File: src/rtl/dbus_axi_bridge_pkg.sv
// rtl/dbus_axi_bridge_pkg.sv - shared types and AXI constants for the data-bus AXI bridge
package dbus_axi_bridge_pkg;

  typedef enum logic [2:0] {
    ST_IDLE,
    ST_RADDR,
    ST_RDATA,
    ST_WADDR,
    ST_WRESP,
    ST_DONE
  } state_t;

  localparam logic [7:0] AXI_LEN_SINGLE = 8'd0;
  localparam logic [2:0] AXI_SIZE_4B    = 3'b010;

  localparam logic [1:0] RESP_OKAY   = 2'b00;
  localparam logic [1:0] RESP_EXOKAY = 2'b01;
  localparam logic [1:0] RESP_SLVERR = 2'b10;
  localparam logic [1:0] RESP_DECERR = 2'b11;

  // SLVERR and DECERR are the only error responses; EXOKAY counts as success.
  function automatic logic resp_is_err(input logic [1:0] resp);
    return (resp == RESP_SLVERR) || (resp == RESP_DECERR);
  endfunction

endpackage

File: src/rtl/dbus_axi_bridge_if.sv
// rtl/dbus_axi_bridge_if.sv - single-beat AXI4 read/write channels between bridge and slave
interface dbus_axi_bridge_if #(
  parameter int ADDR_W = 32,
  parameter int DATA_W = 32
);

  logic [3:0]          arid;
  logic [7:0]          arlen;
  logic [2:0]          arsize;
  logic [ADDR_W-1:0]   araddr;
  logic                arvalid;
  logic                arready;

  logic [DATA_W-1:0]   rdata;
  logic [1:0]          rresp;
  logic                rvalid;
  logic                rready;

  logic [3:0]          awid;
  logic [7:0]          awlen;
  logic [2:0]          awsize;
  logic [ADDR_W-1:0]   awaddr;
  logic                awvalid;
  logic                awready;

  logic [DATA_W-1:0]   wdata;
  logic [DATA_W/8-1:0] wstrb;
  logic                wlast;
  logic                wvalid;
  logic                wready;

  logic [1:0]          bresp;
  logic                bvalid;
  logic                bready;

  modport master (
    output arid, arlen, arsize, araddr, arvalid,
    input  arready,
    input  rdata, rresp, rvalid,
    output rready,
    output awid, awlen, awsize, awaddr, awvalid,
    input  awready,
    output wdata, wstrb, wlast, wvalid,
    input  wready,
    input  bresp, bvalid,
    output bready
  );

  modport slave (
    input  arid, arlen, arsize, araddr, arvalid,
    output arready,
    output rdata, rresp, rvalid,
    input  rready,
    input  awid, awlen, awsize, awaddr, awvalid,
    output awready,
    input  wdata, wstrb, wlast, wvalid,
    output wready,
    output bresp, bvalid,
    input  bready
  );

endinterface

File: src/rtl/dbus_axi_bridge.sv
// rtl/dbus_axi_bridge.sv - CPU data-bus request to single-beat AXI4 bridge, one transaction in flight
module dbus_axi_bridge
  import dbus_axi_bridge_pkg::*;
#(
  parameter logic [3:0] AXI_ID = 4'd1,
  parameter int         ADDR_W = 32,
  parameter int         DATA_W = 32
) (
  input  logic              clk,
  input  logic              rst,
  input  logic              en,
  input  logic [3:0]        we,
  input  logic [ADDR_W-1:0] addr,
  input  logic [DATA_W-1:0] data_w,
  output logic [DATA_W-1:0] data_r,
  output logic              stall,
  output logic              bus_err,
  dbus_axi_bridge_if.master axi
);

  state_t state, state_nxt;

  logic [ADDR_W-1:0] addr_q;
  logic [3:0]        we_q;
  logic [DATA_W-1:0] wdata_q;
  logic              aw_done;
  logic              w_done;
  logic              orphan;

  logic arvalid_c, rready_c, awvalid_c, wvalid_c, bready_c;
  logic xfer_end;
  logic discard;
  logic busy;
  logic aw_hs, w_hs;

  assign aw_hs = awvalid_c && axi.awready;
  assign w_hs  = wvalid_c && axi.wready;
  assign busy  = (state == ST_RADDR) || (state == ST_RDATA) ||
                 (state == ST_WADDR) || (state == ST_WRESP);

  // A flush seen in the completing cycle discards the result just like an earlier one.
  assign discard = orphan || !en;

  assign stall = en && (state != ST_DONE);

  always_comb begin
    state_nxt = state;
    arvalid_c = 1'b0;
    rready_c  = 1'b0;
    awvalid_c = 1'b0;
    wvalid_c  = 1'b0;
    bready_c  = 1'b0;
    xfer_end  = 1'b0;
    case (state)
      ST_IDLE: begin
        if (en) state_nxt = (we == 4'd0) ? ST_RADDR : ST_WADDR;
      end
      ST_RADDR: begin
        arvalid_c = 1'b1;
        if (axi.arready) state_nxt = ST_RDATA;
      end
      ST_RDATA: begin
        rready_c = 1'b1;
        xfer_end = axi.rvalid;
      end
      ST_WADDR: begin
        awvalid_c = !aw_done;
        wvalid_c  = !w_done;
        if ((aw_done || axi.awready) && (w_done || axi.wready)) state_nxt = ST_WRESP;
      end
      ST_WRESP: begin
        bready_c = 1'b1;
        xfer_end = axi.bvalid;
      end
      ST_DONE: begin
        state_nxt = ST_IDLE;
      end
      default: begin
        state_nxt = ST_IDLE;
      end
    endcase
    if (xfer_end) state_nxt = discard ? ST_IDLE : ST_DONE;
  end

  always_ff @(posedge clk or negedge rst) begin
    if (!rst) begin
      state   <= ST_IDLE;
      addr_q  <= '0;
      we_q    <= '0;
      wdata_q <= '0;
      aw_done <= 1'b0;
      w_done  <= 1'b0;
      orphan  <= 1'b0;
      data_r  <= '0;
      bus_err <= 1'b0;
    end else begin
      state <= state_nxt;

      if (state == ST_IDLE && en) begin
        addr_q  <= addr;
        we_q    <= we;
        wdata_q <= data_w;
      end

      if (state == ST_WADDR) begin
        if (state_nxt == ST_WRESP) begin
          aw_done <= 1'b0;
          w_done  <= 1'b0;
        end else begin
          if (aw_hs) aw_done <= 1'b1;
          if (w_hs)  w_done  <= 1'b1;
        end
      end

      // The AXI side always runs to completion; orphan only suppresses the result.
      if (busy && !en) orphan <= 1'b1;
      if (state_nxt == ST_IDLE) orphan <= 1'b0;

      if (xfer_end && !discard) begin
        if (state == ST_RDATA) begin
          data_r  <= axi.rdata;
          bus_err <= resp_is_err(axi.rresp);
        end else begin
          bus_err <= resp_is_err(axi.bresp);
        end
      end else if (state == ST_DONE) begin
        bus_err <= 1'b0;
      end
    end
  end

  assign axi.arid    = AXI_ID;
  assign axi.arlen   = AXI_LEN_SINGLE;
  assign axi.arsize  = AXI_SIZE_4B;
  assign axi.araddr  = addr_q;
  assign axi.arvalid = arvalid_c;
  assign axi.rready  = rready_c;

  assign axi.awid    = AXI_ID;
  assign axi.awlen   = AXI_LEN_SINGLE;
  assign axi.awsize  = AXI_SIZE_4B;
  assign axi.awaddr  = addr_q;
  assign axi.awvalid = awvalid_c;

  assign axi.wdata   = wdata_q;
  assign axi.wstrb   = we_q;
  assign axi.wlast   = 1'b1;
  assign axi.wvalid  = wvalid_c;
  assign axi.bready  = bready_c;

endmodule

File: src/flat_wrapper.sv
// flat-port wrapper written by rule: the top's interface ports become plain ports
module dbus_axi_bridge_flat import dbus_axi_bridge_pkg::*;
#(
  parameter logic [3:0] AXI_ID = 4'd1,
  parameter int         ADDR_W = 32,
  parameter int         DATA_W = 32
)
  (clk, rst, en, we, addr, data_w, data_r, stall, bus_err, axi_arid, axi_arlen, axi_arsize, axi_araddr, axi_arvalid, axi_arready, axi_rdata, axi_rresp, axi_rvalid, axi_rready, axi_awid, axi_awlen, axi_awsize, axi_awaddr, axi_awvalid, axi_awready, axi_wdata, axi_wstrb, axi_wlast, axi_wvalid, axi_wready, axi_bresp, axi_bvalid, axi_bready);
  dbus_axi_bridge_if #(.ADDR_W(ADDR_W), .DATA_W(DATA_W)) axi_i ();
  input  logic clk;
  input  logic rst;
  input  logic en;
  input  logic [3:0] we;
  input  logic [ADDR_W-1:0] addr;
  input  logic [DATA_W-1:0] data_w;
  output logic [DATA_W-1:0] data_r;
  output logic stall;
  output logic bus_err;
  output wire logic [$bits(axi_i.arid)-1:0] axi_arid;
  output wire logic [$bits(axi_i.arlen)-1:0] axi_arlen;
  output wire logic [$bits(axi_i.arsize)-1:0] axi_arsize;
  output wire logic [$bits(axi_i.araddr)-1:0] axi_araddr;
  output wire logic [$bits(axi_i.arvalid)-1:0] axi_arvalid;
  input wire logic [$bits(axi_i.arready)-1:0] axi_arready;
  input wire logic [$bits(axi_i.rdata)-1:0] axi_rdata;
  input wire logic [$bits(axi_i.rresp)-1:0] axi_rresp;
  input wire logic [$bits(axi_i.rvalid)-1:0] axi_rvalid;
  output wire logic [$bits(axi_i.rready)-1:0] axi_rready;
  output wire logic [$bits(axi_i.awid)-1:0] axi_awid;
  output wire logic [$bits(axi_i.awlen)-1:0] axi_awlen;
  output wire logic [$bits(axi_i.awsize)-1:0] axi_awsize;
  output wire logic [$bits(axi_i.awaddr)-1:0] axi_awaddr;
  output wire logic [$bits(axi_i.awvalid)-1:0] axi_awvalid;
  input wire logic [$bits(axi_i.awready)-1:0] axi_awready;
  output wire logic [$bits(axi_i.wdata)-1:0] axi_wdata;
  output wire logic [$bits(axi_i.wstrb)-1:0] axi_wstrb;
  output wire logic [$bits(axi_i.wlast)-1:0] axi_wlast;
  output wire logic [$bits(axi_i.wvalid)-1:0] axi_wvalid;
  input wire logic [$bits(axi_i.wready)-1:0] axi_wready;
  input wire logic [$bits(axi_i.bresp)-1:0] axi_bresp;
  input wire logic [$bits(axi_i.bvalid)-1:0] axi_bvalid;
  output wire logic [$bits(axi_i.bready)-1:0] axi_bready;
  assign axi_arid = axi_i.arid;
  assign axi_arlen = axi_i.arlen;
  assign axi_arsize = axi_i.arsize;
  assign axi_araddr = axi_i.araddr;
  assign axi_arvalid = axi_i.arvalid;
  assign axi_i.arready = axi_arready;
  assign axi_i.rdata = axi_rdata;
  assign axi_i.rresp = axi_rresp;
  assign axi_i.rvalid = axi_rvalid;
  assign axi_rready = axi_i.rready;
  assign axi_awid = axi_i.awid;
  assign axi_awlen = axi_i.awlen;
  assign axi_awsize = axi_i.awsize;
  assign axi_awaddr = axi_i.awaddr;
  assign axi_awvalid = axi_i.awvalid;
  assign axi_i.awready = axi_awready;
  assign axi_wdata = axi_i.wdata;
  assign axi_wstrb = axi_i.wstrb;
  assign axi_wlast = axi_i.wlast;
  assign axi_wvalid = axi_i.wvalid;
  assign axi_i.wready = axi_wready;
  assign axi_i.bresp = axi_bresp;
  assign axi_i.bvalid = axi_bvalid;
  assign axi_bready = axi_i.bready;
  dbus_axi_bridge #(.AXI_ID(AXI_ID), .ADDR_W(ADDR_W), .DATA_W(DATA_W)) u_core (.clk(clk), .rst(rst), .en(en), .we(we), .addr(addr), .data_w(data_w), .data_r(data_r), .stall(stall), .bus_err(bus_err), .axi(axi_i));
endmodule
File: config.mk
export PLATFORM = sky130hd
export DESIGN_NAME = dbus_axi_bridge_flat
export DESIGN_NICKNAME = d
export VERILOG_FILES = /design/src/rtl/dbus_axi_bridge_pkg.sv /design/src/rtl/dbus_axi_bridge_if.sv /design/src/rtl/dbus_axi_bridge.sv /design/src/flat_wrapper.sv
export SDC_FILE = /design/constraint.sdc
export NUM_CORES = 1
export LEC_CHECK = 0
export BUFFER_PORTS_ARGS = -buffer_cell sky130_fd_sc_hd__buf_2
export CAP_MARGIN = 20
export CORE_MARGIN = 2
export CORE_UTILIZATION = 41
export CTS_BUF_LIST = sky130_fd_sc_hd__clkbuf_16
export CTS_CLUSTER_SIZE = 20
export DETAILED_ROUTE_END_ITERATION = 16
export PLACE_DENSITY = 0.8
export SYNTH_ARGS = -nofsm -noshare
export SYNTH_HDL_FRONTEND = slang
export SYNTH_SLANG_ARGS = --single-unit
File: constraint.sdc
create_clock -name clk -period 2.2 [get_ports clk]
set_clock_uncertainty 0.15 [all_clocks]
set_input_delay 0.11 -clock clk [delete_from_list [all_inputs] [get_ports clk]]
set_output_delay 0.11 -clock clk [all_outputs]
set_load 0.02 [all_outputs]
==> results.json, run 1 <==
{
  "ys_seq_area_share_pct": 55.8,
  "dr.pass1.iters": 4,
  "core-area_mm2": 0.0114,
  "wl_met1_mm": 4.58,
  "min_path_type": "input port to register",
  "place_congestion": 0.863,
  "hold_viol_final": 0,
  "arrival_ps": 2190,
  "cts_sinks": 107,
  "ys_types": 31,
  "synth_top_family_by_area": "multiplexers",
  "synth-compound-area-share_pct": 2.22,
  "fin_nets": 774,
  "yosys_warnings": 0,
  "final_area_mm2": 0.00728,
  "irDropWorstVdd_mv": 0.821,
  "synthFlopType": "dfrtp_1",
  "drcViolationCount": 0,
  "cpMaxStageDelayCell": "dlygate4sd3_1",
  "drv_slew": 0,
  "syn-mean-instance-area_um2": 14.3,
  "met2RoutedLength_mm": 6.70,
  "ctsHtreeMaxLevel": 3,
  "synth_area_mm2": 0.00480,
  "crit_path_end": "u_core.bus_err$_DFFE_PN0P_",
  "start_util_pct": 42.0,
  "post-cts-setup-buffers": 0,
  "clock_power_share_pct": 16.0,
  "grt_pass1_wl_mm": 19.6,
  "synth-edff-count": 0,
  "setup_viol": 0,
  "final_antenna_net_count": 0,
  "synth_mux_area_share_pct": 26.2,
  "cts_tree": "built",
  "fin_crit_sh_pct": 96.8,
  "crit_buf_inv": 2,
  "numCtsBuffers": 9,
  "finalCriticalPeriod_ps": 2130,
  "vias_per_cell": 4.54,
  "clock_latency_ps": 340,
  "utilization_pct": 63.8,
  "crit_start": "u_core.state[1]$_DFF_PN0_",
  "cpLargestDelayFamily": "buffers and inverters",
  "drt_iter0_drc": 138,
  "synth-simple-area-share_pct": 3.52,
  "grt_antenna_before_repair": 0,
  "synth_area_leader_cell": "dfrtp_1",
  "grt_pass1_vias": 3892,
  "critPathMaxStageDelay_ps": 590,
  "layout-drive-gt1-share_pct": 49.6,
  "max_freq_ghz": 0.470,
  "multi_input_comb_area_mm2": 0.00168,
  "die-area_mm2": 0.0126,
  "crit_path_end_kind": "register",
  "reg2reg_depth": 6,
  "fin_setup_tns_ps": 0,
  "p_sw_mw": 4.42,
  "netlist.area_leader.share_pct": 55.8,
  "powerDensity_mw_per_mm2": 1460,
  "dpl.hpwl_mm": 8.26,
  "timing.rr.end": "u_core.bus_err$_DFFE_PN0P_",
  "switching_share_pct": 41.6,
  "antenna_cells": 0,
  "syn_inst": 335,
  "dr.max_layer_used": "met4",
  "synthToLayoutAreaGrowth_pct": 51.7,
  "tightest_slew_ps": 593,
  "crit_path_start_kind": "register",
  "nFillCells": 831,
  "track_usage_pct": 19.8,
  "clkTransAtPathRegs_ps": 70,
  "ios": 282,
  "drv_cap": 0,
  "synth.area.top_cells": "dfrtp_1 56%, mux2_1 12%, buf_4 10%",
  "r2r_start": "u_core.state[1]$_DFF_PN0_",
  "io_buffer_count": 248,
  "rrSetupSlack_ps": 70,
  "status": "finished clean",
  "rows": 39,
  "criticalPathCategory": "register to register",
  "pwr-share-seq_pct": 33.9,
  "clockBufferDepth": 2,
  "synthAdderAreaFrac_pct": 0,
  "seq_area_mm2": 0.00268,
  "synth.ff_latch_count": 107,
  "rsz0062_at_grt": "no",
  "cp.required_ps": 2260,
  "p_int_mw": 6.22,
  "critPathMaxFanout": 7,
  "worstSetupPathDepth": 6,
  "yosys.area_share.xor_xnor_pct": 0.182,
  "vias": 3678,
  "power_frac_comb_pct": 50.0,
  "drt_wl_total_mm": 12.5,
  "power.leakage_nw": 3.80,
  "p_total_mw": 10.6,
  "slew_headroom_pct": 60.4,
  "whs_ps": 83.7,
  "routedWlPerCell_um": 15.5,
  "die_x_um": 112,
  "grt_max_degree": 57,
  "wl_met3_um": 820,
  "hp-start": "en",
  "root_buffer": "clkbuf_16",
  "placed_cell_area_mm2": 0.00590,
  "die_y_um": 112,
  "grt_overflow": 0,
  "cp_cell_sequence": "buf_4 -> nand2b_1 -> nor2_4 -> mux2i_1 -> dlygate4sd3_1 -> a21oi_1",
  "async_flop_share_pct": 100
}
## kinds of logic after synthesis
family,count (synthesis)
buffers and inverters,79
DFF,107
and+or+nand+nor,28
AOI/OAI and AO/OA,16
other,2
xor gates and xnor gates,1
muxes,102
## worst reg2reg max path, cell delays in order (launching register included)
cell           delay [ps]
dfrtp_2               450
buf_4                 170
nand2b_1              130
nor2_4                170
mux2i_1               260
dlygate4sd3_1         590
a21oi_1                80
## metrics by stage
step / instances / worst slack [ps]
floorplan: 364 / 324
global placement: 689 / 268
detailed placement: 689 / 223
CTS: 810 / 79.6
global route: 810 / 2.80
finish: 810 / 70.9
## placed cells by master, fill, tap and decap left out, drive strengths merged, types with 2 or more instances in the layout
| cell | count |
|---|---|
| a21oi | 9 |
| and2 | 2 |
| buf | 258 |
| bufinv | 2 |
| clkbuf | 9 |
| clkinv | 3 |
| clkinvlp | 2 |
| conb | 31 |
| dfrtp | 107 |
| dlygate4sd3 | 105 |
| inv | 3 |
| mux2 | 100 |
| mux2i | 2 |
| nand2 | 5 |
| nand2b | 2 |
| nand3b | 4 |
| nor2 | 10 |
| nor2b | 2 |
| o22ai | 2 |
## worst min-delay path by stage
stage / to / slack (ps) / cells after the start
final: u_core.orphan$_DFFE_PN0P_ / 80 / 4
after global routing: u_core.orphan$_DFFE_PN0P_ / 100 / 4
after CTS: u_core.bus_err$_DFFE_PN0P_ / 40 / 4
after detailed placement: u_core.axi.wdata[31]$_DFFE_PN0P_ / 9 / 1
after global placement: u_core.bus_err$_DFFE_PN0P_ / -5 / 1
after floorplan: u_core.aw_done$_DFFE_PN0P_ / -340 / 0
## layout make-up
cell class | count | share of cell area [%]
clock buffers | 9 | 3.09
multi-input cells | 178 | 23.0
clock inverters | 7 | 1.27
inverters | 3 | 0.155
well taps | 143 | 2.46
flip-flops and latches | 107 | 36.8
repair buffers | 363 | 33.2
## power groups by stage
stage | Combinational (mW) | Clock (mW) | Sequential, mW
2_1_floorplan | 2.59 | 0 | 4.72
3_3_place_gp | 5.03 | 0 | 3.55
3_5_place_dp | 5.14 | 0 | 3.62
4_1_cts | 5.29 | 1.76 | 3.60
5_1_grt | 5.63 | 1.83 | 3.74
6_report | 5.32 | 1.71 | 3.61
## sequential cells by signal, indices dropped and copies added, names as in the netlist
| signal | count |
|---|---|
| u_core.bus_err | 1 |
| u_core.w_done | 1 |
| u_core.aw_done | 1 |
| u_core.axi.wstrb | 4 |
| u_core.axi.araddr | 32 |
| u_core.orphan | 1 |
| u_core.state | 3 |
| u_core.axi.wdata | 32 |
| u_core.data_r | 32 |
## Yosys cell counts (all sizes together), types with 2 or more instances
cell type,count
nor2,10
mux2i,2
a21oi,9
o22ai,2
nand3b,4
nand2,5
nand2b,2
nor2b,2
buf,74
clkbuf,2
conb,2
mux2,100
inv,3
dfrtp,107
and2,2
## layer usage
metal	GRT usage (%)	vias up
met4	10.0	0
met3	4.37	37
met5	0	-
li1	-	1707
met1	21.8	1742
met2	35.8	192
## timing repair
action	4_1_cts	5_1_grt
endpoints found under the setup margin	0	1
hold buffers	105	0
resized for setup	0	4
endpoints found under the hold margin	147	0
(Power assumes the default switching activity.)
==> run 2, diff against run 1 <==
BUFFER_PORTS_ARGS = default   (was -buffer_cell sky130_fd_sc_hd__buf_2)
DONT_BUFFER_PORTS = 1   (was default)
PLACE_DENSITY = 0.59   (was 0.8)
==> run 2 against run 1 <==
The flow now stops in 4_1_cts. Synthesized area unchanged. Synthesized cell count unchanged.
==> results.json, run 2 <==
{
  "status": "stopped before the end",
  "stop_stage": "4_1_cts",
  "error": "[ERROR RSZ-0060] Max buffer count reached.",
  "clockBufferDepth": 2,
  "synth.ff_latch_count": 107,
  "yosys-top-cells-count": "107 x dfrtp_1, 66 x buf_4, 50 x mux2_1, 30 x mux2_4, 20 x mux2_2",
  "die_y_um": 112,
  "ys_types": 31,
  "synth_top_family_by_area": "multiplexers",
  "root_buffer": "clkbuf_16",
  "synth_area_leader_cell": "dfrtp_1",
  "die_x_um": 112,
  "synth.area.top_cells": "dfrtp_1 56%, mux2_1 12%, buf_4 10%",
  "cts_resized": 0,
  "synth_area_mm2": 0.00480,
  "place_congestion": 0.753,
  "hold_buffers": 101,
  "numCtsBuffers": 9,
  "synthAdderAreaFrac_pct": 0,
  "synth-simple-area-share_pct": 3.52,
  "async_flop_share_pct": 100,
  "ys_seq_area_share_pct": 55.8,
  "ctsHtreeMaxLevel": 3,
  "dpl.hpwl_mm": 6.26,
  "synth-edff-count": 0,
  "post-cts-setup-buffers": 0,
  "io_buffer_count": 0,
  "syn_inst": 335,
  "cts_sinks": 107,
  "syn-mean-instance-area_um2": 14.3,
  "netlist.area_leader.share_pct": 55.8,
  "synth_mux_area_share_pct": 26.2,
  "placed_cell_area_mm2": 0.00467,
  "yosys_warnings": 0,
  "yosysMostFrequentCell": "dfrtp_1",
  "synth-compound-area-share_pct": 2.22,
  "start_util_pct": 42.0,
  "ios": 282,
  "rows": 39,
  "synthFlopType": "dfrtp_1",
  "yosys.area_share.xor_xnor_pct": 0.182
}
[run 2: cell counts after synthesis]
Identical to the previous run, type by type.
[run 2: kinds of logic after synthesis]
| group | count (synthesis) |
|---|---|
| DFF | 107 |
| muxes | 102 |
| buffers and inverters | 79 |
| and+or+nand+nor | 28 |
| AOI/OAI and AO/OA | 16 |
| other | 2 |
| xor gates and xnor gates | 1 |
[run 2: stage by stage]
step	instances	hold slack, ps	setup WS, ps	utilization [%]
2_1_floorplan	364	-336	324	-
3_3_place_gp	440	-333	350	40.9
3_5_place_dp	440	-333	321	40.9
==> run 3, diff against run 2 <==
CORE_UTILIZATION = 26   (was 41)
CTS_BUF_LIST = default   (was sky130_fd_sc_hd__clkbuf_16)
CTS_CLUSTER_SIZE = default   (was 20)
PLACE_DENSITY = default   (was 0.59)
PLACE_DENSITY_LB_ADDON = 0.15   (was default)
==> run 3 against run 2 <==
The run again fails in 4_1_cts. Synthesized area stayed put. Synthesized cell count stayed put.
==> results.json, run 3 <==
{
  "status": "stopped before the end",
  "stop_stage": "4_1_cts",
  "error": "[ERROR RSZ-0060] Max buffer count reached.",
  "dpl.hpwl_mm": 7.17,
  "root_buffer": "clkbuf_16",
  "async_flop_share_pct": 100,
  "synth_area_leader_cell": "dfrtp_1",
  "clockBufferDepth": 2,
  "synth.ff_latch_count": 107,
  "syn_inst": 335,
  "ctsHtreeMaxLevel": 3,
  "post-cts-setup-buffers": 0,
  "ys_seq_area_share_pct": 55.8,
  "start_util_pct": 26.6,
  "numCtsBuffers": 9,
  "ios": 282,
  "ys_types": 31,
  "yosys_warnings": 0,
  "syn-mean-instance-area_um2": 14.3,
  "yosys-top-cells-count": "107 x dfrtp_1, 66 x buf_4, 50 x mux2_1, 30 x mux2_4, 20 x mux2_2",
  "place_congestion": 0.714,
  "hold_buffers": 109,
  "die_x_um": 140,
  "yosysMostFrequentCell": "dfrtp_1",
  "netlist.area_leader.share_pct": 55.8,
  "synth.area.top_cells": "dfrtp_1 56%, mux2_1 12%, buf_4 10%",
  "rows": 49,
  "synth_area_mm2": 0.00480,
  "cts_sinks": 107,
  "io_buffer_count": 0,
  "die_y_um": 140,
  "cts_resized": 0,
  "synthFlopType": "dfrtp_1",
  "synth-edff-count": 0
}
[run 3: cell counts after synthesis]
No cell type changed its count.
[run 3: through the flow]
step           util [%]  worst slack [ps]  area (um2)  instances
2_1_floorplan         -               324        4910        364
3_3_place_gp       26.4               235        4760        526
3_5_place_dp       26.4               227        4760        526
[run 3: kinds of logic after synthesis]
family	after synthesis	synth area share, %
AO/OA/AOI/OAI	16	2.22
XOR/XNOR	1	0.182
buffers and inverters	79	11.9
flip-flops	107	55.8
multiplexers	102	26.2
other	2	0.156
AND/OR/NAND/NOR	28	3.52
